### config.mk
export PLATFORM = sky130hd
export DESIGN_NAME = cache_mem_responder_flat
export DESIGN_NICKNAME = d
export VERILOG_FILES = /design/src/rtl/cache_mem_responder_if.sv /design/src/rtl/cache_mem_responder.sv /design/src/flat_wrapper.sv
export SDC_FILE = /design/constraint.sdc
export NUM_CORES = 1
export LEC_CHECK = 0
export BUFFER_PORTS_ARGS = -buffer_cell sky130_fd_sc_hd__buf_4
export CAP_MARGIN = 5
export CORE_AREA = 8 8 229 231
export DETAILED_ROUTE_END_ITERATION = 8
export DIE_AREA = 0 0 237 239
export GPL_TIMING_DRIVEN = 0
export PLACE_DENSITY_LB_ADDON = 0.05
export SLEW_MARGIN = 30
export SYNTH_ARGS = -nofsm -noshare
export SYNTH_HDL_FRONTEND = slang
export SYNTH_SLANG_ARGS = --single-unit
### constraint.sdc
create_clock -name clk -period 8 [get_ports clk]
set_input_delay 0 -clock clk [delete_from_list [all_inputs] [get_ports clk]]
set_output_delay 0 -clock clk [all_outputs]
set_load 0.02 [all_outputs]
### src/rtl/cache_mem_responder_if.sv
// Cache-line to backing-memory bus: request inputs, read data return, memory command and error flags.
// slave = responder view, master = cache/memory environment view.
interface cache_mem_responder_if #(
    parameter int ADDRBITS = 32,
    parameter int DATABITS = 32
);
    logic [ADDRBITS-1:0] mem_addr;
    logic [DATABITS-1:0] mem_in;
    logic                mem_wrreq;
    logic                mem_rdreq;
    logic [DATABITS-1:0] mem_out;
    logic                mem_out_valid;
    logic                cache_line_pause;
    logic [ADDRBITS-1:0] ext_addr;
    logic [DATABITS-1:0] ext_wdata;
    logic                ext_we;
    logic                ext_req;
    logic                ext_ack;
    logic [DATABITS-1:0] ext_rdata;
    logic                ext_rvalid;
    logic                err_overflow;
    logic                err_proto;

    modport slave (
        input  mem_addr, mem_in, mem_wrreq, mem_rdreq, ext_ack, ext_rdata, ext_rvalid,
        output mem_out, mem_out_valid, cache_line_pause,
        output ext_addr, ext_wdata, ext_we, ext_req, err_overflow, err_proto
    );

    modport master (
        output mem_addr, mem_in, mem_wrreq, mem_rdreq, ext_ack, ext_rdata, ext_rvalid,
        input  mem_out, mem_out_valid, cache_line_pause,
        input  ext_addr, ext_wdata, ext_we, ext_req, err_overflow, err_proto
    );
endinterface

### src/rtl/cache_mem_responder.sv
// Queues cache-line requests into a FIFO whose head drives the memory command; read data registered back (1 cycle).
// Latency: enqueue to ext_req 1 cycle; backpressure via registered cache_line_pause, drops on full set err_overflow.
module cache_mem_responder #(
    parameter int ADDRBITS    = 32,
    parameter int DATABITS    = 32,
    parameter int FIFOBITS    = 3,
    parameter int PAUSEMARGIN = 2
) (
    input  logic                  clk,
    input  logic                  reset_n,
    cache_mem_responder_if.slave  bus
);
    localparam int DEPTH = 1 << FIFOBITS;
    localparam logic [FIFOBITS:0] FULL_CNT  = (FIFOBITS+1)'(DEPTH);
    localparam logic [FIFOBITS:0] PAUSE_CNT = (FIFOBITS+1)'(DEPTH - PAUSEMARGIN);

    typedef struct packed {
        logic                we;
        logic [ADDRBITS-1:0] addr;
        logic [DATABITS-1:0] data;
    } req_t;

    req_t                fifo_q [DEPTH];
    req_t                fifo_d [DEPTH];
    logic [FIFOBITS-1:0] wr_ptr_q, wr_ptr_d;
    logic [FIFOBITS-1:0] rd_ptr_q, rd_ptr_d;
    logic [FIFOBITS:0]   count_q, count_d;
    logic                pause_q, pause_d;
    logic [DATABITS-1:0] mem_out_q, mem_out_d;
    logic                mem_out_valid_q, mem_out_valid_d;
    logic                err_overflow_q, err_overflow_d;
    logic                err_proto_q, err_proto_d;

    logic push_req, push, pop, empty, full;
    req_t new_req, head;

    // A simultaneous pop frees the slot, so a full FIFO still accepts that cycle.
    always_comb begin
        push_req = bus.mem_wrreq | bus.mem_rdreq;
        empty    = (count_q == '0);
        full     = (count_q == FULL_CNT);
        pop      = ~empty & bus.ext_ack;
        push     = push_req & (~full | pop);
    end

    // Write wins over a concurrent read; the read is dropped and flagged.
    always_comb begin
        new_req.we   = bus.mem_wrreq;
        new_req.addr = bus.mem_addr;
        new_req.data = bus.mem_wrreq ? bus.mem_in : '0;
    end

    always_comb begin
        fifo_d   = fifo_q;
        wr_ptr_d = wr_ptr_q;
        rd_ptr_d = rd_ptr_q;
        if (push) begin
            fifo_d[wr_ptr_q] = new_req;
            wr_ptr_d         = wr_ptr_q + FIFOBITS'(1);
        end
        if (pop) begin
            rd_ptr_d = rd_ptr_q + FIFOBITS'(1);
        end
        count_d         = count_q + (FIFOBITS+1)'(push) - (FIFOBITS+1)'(pop);
        pause_d         = (count_d >= PAUSE_CNT);
        err_overflow_d  = err_overflow_q | (push_req & ~push);
        err_proto_d     = err_proto_q | (bus.mem_wrreq & bus.mem_rdreq);
        mem_out_valid_d = bus.ext_rvalid;
        mem_out_d       = bus.ext_rvalid ? bus.ext_rdata : mem_out_q;
    end

    // Storage needs no reset: count_q alone defines which entries are live.
    always_ff @(posedge clk) begin
        fifo_q <= fifo_d;
    end

    always_ff @(posedge clk or negedge reset_n) begin
        if (!reset_n) begin
            wr_ptr_q        <= '0;
            rd_ptr_q        <= '0;
            count_q         <= '0;
            pause_q         <= 1'b0;
            mem_out_q       <= '0;
            mem_out_valid_q <= 1'b0;
            err_overflow_q  <= 1'b0;
            err_proto_q     <= 1'b0;
        end else begin
            wr_ptr_q        <= wr_ptr_d;
            rd_ptr_q        <= rd_ptr_d;
            count_q         <= count_d;
            pause_q         <= pause_d;
            mem_out_q       <= mem_out_d;
            mem_out_valid_q <= mem_out_valid_d;
            err_overflow_q  <= err_overflow_d;
            err_proto_q     <= err_proto_d;
        end
    end

    assign head                 = fifo_q[rd_ptr_q];
    assign bus.ext_req          = ~empty;
    assign bus.ext_addr         = head.addr;
    assign bus.ext_wdata        = head.data;
    assign bus.ext_we           = head.we;
    assign bus.mem_out          = mem_out_q;
    assign bus.mem_out_valid    = mem_out_valid_q;
    assign bus.cache_line_pause = pause_q;
    assign bus.err_overflow     = err_overflow_q;
    assign bus.err_proto        = err_proto_q;
endmodule

### src/flat_wrapper.sv
// flat-port wrapper written by rule: the top's interface ports become plain ports
module cache_mem_responder_flat 
#(
    parameter int ADDRBITS    = 32,
    parameter int DATABITS    = 32,
    parameter int FIFOBITS    = 3,
    parameter int PAUSEMARGIN = 2
)
  (clk, reset_n, bus_mem_addr, bus_mem_in, bus_mem_wrreq, bus_mem_rdreq, bus_ext_ack, bus_ext_rdata, bus_ext_rvalid, bus_mem_out, bus_mem_out_valid, bus_cache_line_pause, bus_ext_addr, bus_ext_wdata, bus_ext_we, bus_ext_req, bus_err_overflow, bus_err_proto);
  cache_mem_responder_if #(.ADDRBITS(ADDRBITS), .DATABITS(DATABITS)) bus_i ();
  input  logic clk;
  input  logic reset_n;
  input wire logic [$bits(bus_i.mem_addr)-1:0] bus_mem_addr;
  input wire logic [$bits(bus_i.mem_in)-1:0] bus_mem_in;
  input wire logic [$bits(bus_i.mem_wrreq)-1:0] bus_mem_wrreq;
  input wire logic [$bits(bus_i.mem_rdreq)-1:0] bus_mem_rdreq;
  input wire logic [$bits(bus_i.ext_ack)-1:0] bus_ext_ack;
  input wire logic [$bits(bus_i.ext_rdata)-1:0] bus_ext_rdata;
  input wire logic [$bits(bus_i.ext_rvalid)-1:0] bus_ext_rvalid;
  output wire logic [$bits(bus_i.mem_out)-1:0] bus_mem_out;
  output wire logic [$bits(bus_i.mem_out_valid)-1:0] bus_mem_out_valid;
  output wire logic [$bits(bus_i.cache_line_pause)-1:0] bus_cache_line_pause;
  output wire logic [$bits(bus_i.ext_addr)-1:0] bus_ext_addr;
  output wire logic [$bits(bus_i.ext_wdata)-1:0] bus_ext_wdata;
  output wire logic [$bits(bus_i.ext_we)-1:0] bus_ext_we;
  output wire logic [$bits(bus_i.ext_req)-1:0] bus_ext_req;
  output wire logic [$bits(bus_i.err_overflow)-1:0] bus_err_overflow;
  output wire logic [$bits(bus_i.err_proto)-1:0] bus_err_proto;
  assign bus_i.mem_addr = bus_mem_addr;
  assign bus_i.mem_in = bus_mem_in;
  assign bus_i.mem_wrreq = bus_mem_wrreq;
  assign bus_i.mem_rdreq = bus_mem_rdreq;
  assign bus_i.ext_ack = bus_ext_ack;
  assign bus_i.ext_rdata = bus_ext_rdata;
  assign bus_i.ext_rvalid = bus_ext_rvalid;
  assign bus_mem_out = bus_i.mem_out;
  assign bus_mem_out_valid = bus_i.mem_out_valid;
  assign bus_cache_line_pause = bus_i.cache_line_pause;
  assign bus_ext_addr = bus_i.ext_addr;
  assign bus_ext_wdata = bus_i.ext_wdata;
  assign bus_ext_we = bus_i.ext_we;
  assign bus_ext_req = bus_i.ext_req;
  assign bus_err_overflow = bus_i.err_overflow;
  assign bus_err_proto = bus_i.err_proto;
  cache_mem_responder #(.ADDRBITS(ADDRBITS), .DATABITS(DATABITS), .FIFOBITS(FIFOBITS), .PAUSEMARGIN(PAUSEMARGIN)) u_core (.clk(clk), .reset_n(reset_n), .bus(bus_i));
endmodule
==> results.sh, run 1 <==
export IMPL_place_hpwl_mm=31.5
export IMPL_core_sq_um=48500
export IMPL_cpMostUsedCell="buf_2"
export IMPL_ir_drop_uv=230
export IMPL_htreeDepth=2
export IMPL_wl_per_cell_microns=23.3
export IMPL_hold_viol_final=0
export IMPL_finalCritPeriodShare_pct=40.2
export IMPL_crit_cells=12
export IMPL_clk_latency_ns=0.60
export IMPL_slew_violations=0
export IMPL_seq_area_sq_um=16800
export IMPL_finish_instance_area_sq_um=27600
export IMPL_r2r_start="u_core.count_q[2]$_DFF_PN0_"
export IMPL_synth_area_sq_um=21700
export IMPL_path_cells="dlygate4sd3_1, buf_4, clkbuf_1, o22ai_2, nor4b_2, buf_2, buf_2, buf_4, buf_2, buf_2, buf_2, buf_4"
export IMPL_slowest_delay_ns=0.57
export IMPL_end_kind="flop"
export IMPL_nets=1486
export IMPL_critPathLaunchType="input port"
export IMPL_setup_violations=0
export IMPL_worstHoldPathCells=2
export IMPL_gp_congestion=0.676
export IMPL_period_minus_slack_ns=3.21
export IMPL_grt_setup_unrepaired="false"
export IMPL_status="completed"
export IMPL_num_fill_cells=3672
export IMPL_path_clk_slew_ns=0.06
export IMPL_grt_use_total_pct=17.0
export IMPL_tightest_slew_ns=0.861
export IMPL_reg2regPathDepth=12
export IMPL_drt_first_iter_violations=559
export IMPL_cts_sinks=566
export IMPL_rows=81
export IMPL_dr_total_vias=10567
export IMPL_multi_input_area_sq_um=4640
export IMPL_cts_buffers=59
export IMPL_grt_pass1_vias=11799
export IMPL_ys_warnings_count=0
export IMPL_post_route_util_pct=56.8
export IMPL_fin_cells=2045
export IMPL_grt_max_degree=47
export IMPL_finClkSkew_ns=0.0202
export IMPL_drv_cap=0
export IMPL_area_growth_pct=27.2
export IMPL_yosysUniqueCellTypes=33
export IMPL_netlist_instances=927
export IMPL_startpoint="bus_mem_wrreq"
export IMPL_p_leak_nw=9.75
export IMPL_clk_path_buf_depth=3
export IMPL_pwr_density_cell_nw_per_um2=377
export IMPL_grt_pass1_wl_mm=72.9
export IMPL_place_area_sq_um=24700
export IMPL_cp_max_fo=9
export IMPL_crit_buf_inv=10
export IMPL_drt_pass1_iterations=4
export IMPL_grt_overflow=0
export IMPL_min_path_type="input port to flop"
export IMPL_worstSetupPathType="input port to flop"
export IMPL_worstPathArrival_ns=3.52
export IMPL_ys_seq_area_share_pct=77.4
export IMPL_port_buffers=203
export IMPL_die_area_sq_um=56600
export IMPL_syn_num_nets=1038
export IMPL_worst_path_dominant_cell_family="buffers and inverters"
export IMPL_final_common_cell="edfxtp_1"
export IMPL_slew_headroom_pct=42.6
export IMPL_max_freq_ghz=0.311
export IMPL_p_total_mw=10.4
export IMPL_final_cell_mix="edfxtp_1 (520), buf_4 (224), mux4_2 (130)"
export IMPL_io_pins=204
export IMPL_die_width_microns=237
export IMPL_syn_avg_cell_area_sq_um=23.4
export IMPL_drc_errors=0
export IMPL_critPathRequiredTime_ns=8.31
export IMPL_layout_drive_gt1_share_pct=42.4
export IMPL_antenna_found_initial=2
export IMPL_tritoncts="built"
export IMPL_postRouteAntennaNets=0
export IMPL_hold_ws_ns=0.0765
export IMPL_post_place_cells=1833
export IMPL_fp_dieH_microns=239
export IMPL_root_buffer="clkbuf_16"
export IMPL_drt_wl_total_mm=47.6
export IMPL_min_delay_start="bus_ext_rvalid"
export IMPL_via_per_inst=5.17
export IMPL_slowest_stage="dlygate4sd3_1"
export IMPL_ys_ff_latch=566
export IMPL_initial_core_util_pct=44.6
what timing repair did:
item / CTS / global route
gates resized for setup: 0 / 0
setup buffers: 0 / 0
hold endpoints to repair: 607 / 0
hold buffers: 103 / 0
worst reg2reg max path, cell delays in order (launching register included):
cell,delay [ns]
dfrtp_1,0.32
inv_1,0.07
ha_1,0.21
nor2b_1,0.23
o22ai_2,0.27
nor4b_2,0.41
buf_2,0.27
buf_2,0.21
buf_4,0.18
buf_2,0.20
buf_2,0.20
buf_2,0.19
buf_4,0.17
kinds of logic (layout without fill, tap and decap cells):
family,Yosys count,count (layout),synth area share [%]
flip-flops,566,566,77.4
multiplexers,229,229,18.7
buffers and inverters,59,554,1.44
AND/OR/NAND/NOR,50,50,1.45
adder cells (fa/ha/maj),9,9,0.554
AO/OA/AOI/OAI,9,9,0.318
XOR/XNOR,5,5,0.202
other,0,1,0
stage by stage:
step,TNS [ns],worst slack (ns)
after global placement,-1788.46,-7.98
after detailed placement,0,4.71
after floorplan,-44.53,-0.343
after global routing,0,4.55
final,0,4.79
after CTS,0,4.73
metal layers:
metal / wire [microns] / vias up / track usage (%)
met4: 784 / 2 / 4.36
met3: 2120 / 62 / 3.53
li1: - / 4757 / -
met1: 22000 / 5531 / 23.5
met2: 22700 / 215 / 27.6
met5: 12 / - / 0
power by group:
| group | switching, mW | total, mW | internal (mW) |
|---|---|---|---|
| Sequential | 0.121 | 4.02 | 3.90 |
| Combinational | 2.01 | 3.77 | 1.76 |
| Clock | 1.07 | 2.61 | 1.54 |
| Total | 3.20 | 10.4 | 7.20 |
registers in the layout, summed over array words and instances (netlist names):
| name | count |
|---|---|
| u_core.count_q | 4 |
| u_core.bus.mem_out_valid | 1 |
| u_core.rd_ptr_q | 3 |
| u_core.bus.mem_out | 32 |
| u_core.fifo_q | 520 |
| u_core.wr_ptr_q | 3 |
| u_core.bus.cache_line_pause | 1 |
| u_core.bus.err_overflow | 1 |
| u_core.bus.err_proto | 1 |
final cells by class:
cell class | count | share of cell area (%)
tap | 622 | 2.82
antenna | 1 | 0.00908
sequential | 566 | 60.8
multi-input combinational | 302 | 16.8
clock inverter | 26 | 0.795
inverter | 11 | 0.150
timing repair buffer | 387 | 11.7
buffer | 48 | 0.985
clock buffer | 82 | 5.90
path summary, 6_finish.rpt:
kind	endpoint	slack [ns]
setup / recovery	u_core.fifo_q[239]$_DFFE_PP_	4.79
hold / removal	u_core.bus.mem_out_valid$_DFF_PN0_	0.08
setup reg to reg	u_core.fifo_q[239]$_DFFE_PP_	4.79
hold reg to reg	u_core.bus.err_proto$_DFF_PN0_	0.46
max in group asynchronous	u_core.bus.mem_out[10]$_DFFE_PN0P_	7.33
min in group asynchronous	u_core.wr_ptr_q[1]$_DFFE_PN0P_	0.43
synth_stat cells, drive strengths merged:
library cell | n | area share, %
mux4 | 130 | 14
nor2b | 1 | 0.029
nand2 | 3 | 0.052
and2 | 32 | 0.92
fa | 1 | 0.092
nor4 | 1 | 0.029
xnor2 | 5 | 0.20
nand3 | 2 | 0.046
inv | 11 | 0.19
ha | 8 | 0.46
nor3 | 1 | 0.023
buf | 30 | 0.94
or3b | 2 | 0.081
o21ai | 2 | 0.046
o31ai | 1 | 0.035
o221ai | 1 | 0.040
nor4b | 3 | 0.12
a211oi | 1 | 0.035
dfrtp | 46 | 5.3
o211ai | 1 | 0.035
clkbuf | 18 | 0.31
edfxtp | 520 | 72
mux2 | 99 | 5.1
nor2 | 3 | 0.052
o21bai | 1 | 0.035
a21o | 1 | 0.035
o22ai | 1 | 0.058
and4b | 2 | 0.092
Note: power is estimated with default switching activity, not from simulation.
==> run 2, diff against run 1 <==
==> constraint.sdc (replaced) <==
create_clock -name clk -period 3.03 [get_ports clk]
set_input_delay 0 -clock clk [delete_from_list [all_inputs] [get_ports clk]]
set_output_delay 0 -clock clk [all_outputs]
set_load 0.02 [all_outputs]
==> run 2 against run 1 <==
Register-to-register slack got worse by 4.5 ns. Clock power increased to 2.6 times the previous value. Critical path depth decreased by 6. First-iteration DRC count increased by 15%. Final cell count decreased by 1.2%. Hold slack got worse by 0.0012 ns. Sequential cell count unchanged. Utilization about the same. Clock skew decreased by 0.0095 ns. Critical endpoint is now bus_ext_wdata[23].
==> results.sh, run 2 (same netlist as run 1, synthesis figures left out) <==
export IMPL_status="completed"
export IMPL_pwr_density_cell_nw_per_um2=994
export IMPL_slowest_delay_ns=0.53
export IMPL_hold_viol_final=0
export IMPL_min_path_type="input port to flop"
export IMPL_combPwrFrac_pct=36.6
export IMPL_power_switching_mw=8.52
export IMPL_grt_max_degree=47
export IMPL_die_area_sq_um=56600
export IMPL_core_sq_um=48500
export IMPL_grt_overflow=0
export IMPL_initial_core_util_pct=44.6
export IMPL_sw_frac_of_total_pct=31.1
export IMPL_slowest_stage="mux4_2"
export IMPL_clk_path_buf_depth=3
export IMPL_grt_setup_unrepaired="false"
export IMPL_grt_pass1_vias=11794
export IMPL_area_growth_pct=27.2
export IMPL_htreeDepth=2
export IMPL_path_cells="clkbuf_1, buf_6, buf_6, mux4_2, mux2_2, buf_4"
export IMPL_drt_wl_total_mm=48.1
export IMPL_tns_ns=0
export IMPL_drc_errors=0
export IMPL_clkPwrFrac_pct=24.6
export IMPL_slew_headroom_pct=39.7
export IMPL_p_seq_share_pct=38.7
export IMPL_io_pins=204
export IMPL_cts_sinks=566
export IMPL_worstPathArrival_ns=2.85
export IMPL_layout_drive_gt1_share_pct=42.2
export IMPL_via_per_inst=5.23
export IMPL_worstHoldPathCells=2
export IMPL_hold_ws_ns=0.0753
export IMPL_post_route_util_pct=56.8
export IMPL_root_buffer="clkbuf_16"
export IMPL_critPathLaunchType="flop"
export IMPL_largest_reg_flops=520
export IMPL_clk_latency_ns=0.60
export IMPL_grt_pass1_wl_mm=72.9
export IMPL_antenna_found_initial=3
export IMPL_post_cts_buffers=0
export IMPL_period_minus_slack_ns=2.85
export IMPL_cts_buffers=59
export IMPL_num_fill_cells=3673
export IMPL_tritoncts="built"
export IMPL_place_area_sq_um=24700
export IMPL_drt_pass1_iterations=5
export IMPL_grt_use_total_pct=17.1
export IMPL_fin_cells=2021
export IMPL_slew_violations=0
export IMPL_wl_per_cell_microns=23.8
export IMPL_post_place_cells=1809
export IMPL_final_common_cell="edfxtp_1"
export IMPL_place_hpwl_mm=31.8
export IMPL_path_clk_slew_ns=0.06
export IMPL_end_kind="output pin"
export IMPL_dr_total_vias=10574
export IMPL_tightest_slew_ns=0.905
export IMPL_finish_instance_area_sq_um=27600
export IMPL_drv_cap=0
export IMPL_gp_congestion=0.694
export IMPL_postRouteAntennaNets=0
export IMPL_fp_dieH_microns=239
export IMPL_seq_area_sq_um=16800
export IMPL_drt_first_iter_violations=645
export IMPL_final_cell_mix="edfxtp_1 (520), buf_4 (236), mux4_2 (130)"
export IMPL_die_width_microns=237
export IMPL_nets=1461
export IMPL_setup_violations=0
export IMPL_reg2regPathDepth=10
export IMPL_max_freq_ghz=0.351
export IMPL_multi_input_area_sq_um=4690
export IMPL_cp_max_fo=10
export IMPL_p_leak_nw=9.65
export IMPL_finalCritPeriodShare_pct=94.0
export IMPL_ir_drop_uv=443
export IMPL_p_total_mw=27.4
export IMPL_port_buffers=203
export IMPL_dp_slack_ns=0.0763
export IMPL_rows=81
export IMPL_critPathRequiredTime_ns=3.03
export IMPL_top_register="u_core.fifo_q"
export IMPL_finClkSkew_ns=0.0107
export IMPL_cpMostUsedCell="buf_6"
export IMPL_postLayoutSetupSlackWorst_ns=0.181
export IMPL_p_int_mw=18.9
export IMPL_worstSetupPathType="flop to output pin"
## run 2: worst paths after layout
check	start	end	slack, ns
hold reg to reg	u_core.bus.err_proto$_DFF_PN0_	u_core.bus.err_proto$_DFF_PN0_	0.46
setup / recovery	u_core.rd_ptr_q[1]$_DFFE_PN0P_	bus_ext_wdata[23]	0.18
max in group asynchronous	reset_n	u_core.bus.mem_out[12]$_DFFE_PN0P_	2.35
setup reg to reg	u_core.count_q[2]$_DFF_PN0_	u_core.fifo_q[235]$_DFFE_PP_	0.26
hold / removal	bus_ext_rvalid	u_core.bus.mem_out_valid$_DFF_PN0_	0.08
min in group asynchronous	reset_n	u_core.wr_ptr_q[0]$_DFFE_PN0P_	0.44
## run 2: power groups by stage
stage / Combinational [mW] / Sequential (mW) / Clock, mW
3_5_place_dp: 10.2 / 10.8 / 0
3_3_place_gp: 9.67 / 10.9 / 0
5_1_grt: 10.8 / 10.7 / 7.21
4_1_cts: 10.4 / 10.6 / 6.94
6_report: 10.0 / 10.6 / 6.75
2_1_floorplan: 6.10 / 10.8 / 0
## run 2: worst max-delay path: cells and delay by family, from the launching register on
family | cells | cell delay, ns
buffers and inverters | 4 | 1.03
flip-flops | 1 | 0.36
multiplexers | 2 | 0.84
## run 2: per-layer routing
metal,vias up,routed length [microns],GRT usage [%]
met5,-,13,0
met2,235,23100,27.7
met4,2,765,4.38
li1,4717,-,-
met3,65,2550,3.84
met1,5555,21600,23.4
## run 2: what timing repair did
item	CTS	global route
resized for setup	3	0
hold endpoints to repair	608	0
endpoints found under the setup margin	65	5
hold buffers	103	0
## run 2: layout make-up
type / instances / area share [%]
Multi-Input combinational cell: 302 / 17.0
Buffer: 47 / 0.985
Timing Repair Buffer: 363 / 11.6
Sequential cell: 566 / 60.8
Clock buffer: 70 / 5.66
Clock inverter: 38 / 0.885
Antenna cell: 2 / 0.0182
Inverter: 11 / 0.150
Tap cell: 622 / 2.82
==> run 3, diff against run 2 <==
--- a/config.mk
+++ b/config.mk
@@ -8,6 +8,7 @@
 export BUFFER_PORTS_ARGS = -buffer_cell sky130_fd_sc_hd__buf_4
 export CAP_MARGIN = 5
 export CORE_AREA = 8 8 229 231
+export CTS_BUF_LIST = sky130_fd_sc_hd__clkbuf_8 sky130_fd_sc_hd__clkbuf_16
 export DETAILED_ROUTE_END_ITERATION = 8
 export DIE_AREA = 0 0 237 239
 export GPL_TIMING_DRIVEN = 0
==> run 3 against run 2 <==
Highest routed layer unchanged. First-iteration DRC count increased by 6.2%. Maximum frequency decreased by 0.12%. Combinational power about the same. Count of clock-buffer cells in the layout decreased by 9. Sequential share of layout area unchanged. Via count decreased by 0.30%.
==> results.sh, run 3 (same netlist as run 1, synthesis figures left out) <==
export IMPL_status="completed"
export IMPL_initial_core_util_pct=44.6
export IMPL_power_switching_mw=8.52
export IMPL_nets=1461
export IMPL_p_int_mw=18.9
export IMPL_slew_violations=0
export IMPL_antenna_found_initial=3
export IMPL_tritoncts="built"
export IMPL_rows=81
export IMPL_r2r_start="u_core.count_q[2]$_DFF_PN0_"
export IMPL_cts_buffers=59
export IMPL_drt_pass1_iterations=5
export IMPL_worst_path_dominant_cell_family="buffers and inverters"
export IMPL_grt_overflow=0
export IMPL_max_freq_ghz=0.351
export IMPL_combPwrFrac_pct=36.7
export IMPL_gp_congestion=0.694
export IMPL_tns_ns=0
export IMPL_fp_dieH_microns=239
export IMPL_drt_wl_total_mm=48.1
export IMPL_min_delay_start="bus_ext_rvalid"
export IMPL_wl_per_cell_microns=23.8
export IMPL_critPathLaunchType="flop"
export IMPL_worstHoldPathCells=2
export IMPL_clk_path_buf_depth=3
export IMPL_sw_frac_of_total_pct=31.1
export IMPL_port_buffers=203
export IMPL_layout_drive_gt1_share_pct=42.2
export IMPL_path_clk_slew_ns=0.06
export IMPL_grt_pass1_vias=11792
export IMPL_end_kind="output pin"
export IMPL_drv_cap=0
export IMPL_grt_use_total_pct=17.1
export IMPL_cp_max_fo=10
export IMPL_min_path_type="input port to flop"
export IMPL_cpMostUsedCell="buf_6"
export IMPL_die_width_microns=237
export IMPL_root_buffer="clkbuf_16"
export IMPL_top_register="u_core.fifo_q"
export IMPL_crit_buf_inv=4
export IMPL_slowest_stage="mux4_2"
export IMPL_seq_area_sq_um=16800
export IMPL_largest_reg_flops=520
export IMPL_slew_headroom_pct=39.1
export IMPL_worstSetupPathType="flop to output pin"
export IMPL_htreeDepth=2
export IMPL_clkPwrFrac_pct=24.6
export IMPL_path_cells="clkbuf_1, buf_6, buf_6, mux4_2, mux2_2, buf_4"
export IMPL_cts_sinks=566
export IMPL_p_seq_share_pct=38.8
export IMPL_p_leak_nw=9.69
export IMPL_clk_latency_ns=0.60
export IMPL_place_hpwl_mm=31.8
export IMPL_drc_errors=0
export IMPL_reg2regPathDepth=10
export IMPL_fin_cells=2021
export IMPL_r2r_end="u_core.fifo_q[235]$_DFFE_PP_"
export IMPL_hold_viol_final=0
export IMPL_grt_pass1_wl_mm=72.9
export IMPL_period_minus_slack_ns=2.85
export IMPL_pwr_density_cell_nw_per_um2=994
export IMPL_setup_violations=0
export IMPL_worstPathArrival_ns=2.85
export IMPL_post_route_util_pct=56.8
export IMPL_area_growth_pct=27.2
export IMPL_grt_setup_unrepaired="false"
export IMPL_postRouteAntennaNets=0
export IMPL_slowest_delay_ns=0.53
export IMPL_hold_end="u_core.bus.mem_out_valid$_DFF_PN0_"
export IMPL_dr_total_vias=10542
export IMPL_drt_first_iter_violations=685
export IMPL_num_fill_cells=3673
export IMPL_finClkSkew_ns=0.0107
export IMPL_tightest_slew_ns=0.914
export IMPL_critPathRequiredTime_ns=3.03
export IMPL_post_place_cells=1809
export IMPL_final_common_cell="edfxtp_1"
export IMPL_p_total_mw=27.4
export IMPL_io_pins=204
export IMPL_grt_max_degree=47
export IMPL_core_sq_um=48500
export IMPL_via_per_inst=5.22
export IMPL_final_cell_mix="edfxtp_1 (520), buf_4 (236), mux4_2 (130)"
export IMPL_ir_drop_uv=443
export IMPL_die_area_sq_um=56600
export IMPL_r2r_slack_ns=0.26
export IMPL_finalCritPeriodShare_pct=94.1
export IMPL_multi_input_area_sq_um=4690
export IMPL_post_cts_buffers=0
==> run 3: cell types whose count changed in the layout (fill, tap and decap cells not counted), sizes merged <==
cell | before | now
clkbuf | 87 | 78
inv | 11 | 20
==> run 3: final cells by class <==
cell class	instances	share of cell area [%]
Sequential cell	566	60.8
Multi-Input combinational cell	302	17.0
Timing Repair Buffer	363	11.6
Clock buffer	61	5.54
Tap cell	622	2.82
Clock inverter	47	1.01
Buffer	47	0.985
Inverter	11	0.150
Antenna cell	2	0.0182
==> run 3: how the worst max path moves through the flow <==
stage	cells after the start	from	slack, ns	to
after floorplan	5	u_core.count_q[2]$_DFF_PN0_	-0.52	u_core.fifo_q[195]$_DFFE_PP_
after global placement	4	bus_mem_wrreq	-3.11	u_core.fifo_q[237]$_DFFE_PP_
after detailed placement	9	bus_mem_wrreq	0.08	u_core.fifo_q[235]$_DFFE_PP_
after CTS	6	u_core.rd_ptr_q[1]$_DFFE_PN0P_	0.06	bus_ext_wdata[23]
after global routing	5	u_core.rd_ptr_q[1]$_DFFE_PN0P_	0.02	bus_ext_wdata[17]
final	6	u_core.rd_ptr_q[1]$_DFFE_PN0P_	0.18	bus_ext_wdata[23]
==> run 3: repair_timing <==
action	in CTS	in global routing
pin swaps	0	0
resized for setup	3	0
setup endpoints to repair	65	5
hold endpoints to repair	608	0
hold buffers	103	0
==> run 3: per-stage QoR <==
| stage | setup slack (ns) | hold WS, ns | cell area [sq um] |
|---|---|---|---|
| floorplan | -0.517 | -0.296 | 21800 |
| global placement | -3.11 | 0.0528 | 24100 |
| detailed placement | 0.0763 | 0.0481 | 24700 |
| CTS | 0.0597 | 0.0333 | 27600 |
| global route | 0.0223 | 0.0684 | 27600 |
| finish | 0.177 | 0.0762 | 27600 |
==> run 3: power by group through the flow <==
| stage | clock network [mW] | logic, mW | registers, mW |
|---|---|---|---|
| 4_1_cts | 6.91 | 10.4 | 10.6 |
| 3_3_place_gp | 0 | 9.67 | 10.9 |
| 6_report | 6.73 | 10.0 | 10.6 |
| 5_1_grt | 7.18 | 10.8 | 10.7 |
| 2_1_floorplan | 0 | 6.10 | 10.8 |
| 3_5_place_dp | 0 | 10.2 | 10.8 |
==> run 3: layer usage <==
layer / wire (microns) / GRT usage, % / vias to the layer above
met5: 13 / 0 / -
met4: 774 / 4.38 / 2
met3: 2460 / 3.84 / 65
met2: 23200 / 27.7 / 222
met1: 21700 / 23.3 / 5539
li1: - / - / 4714
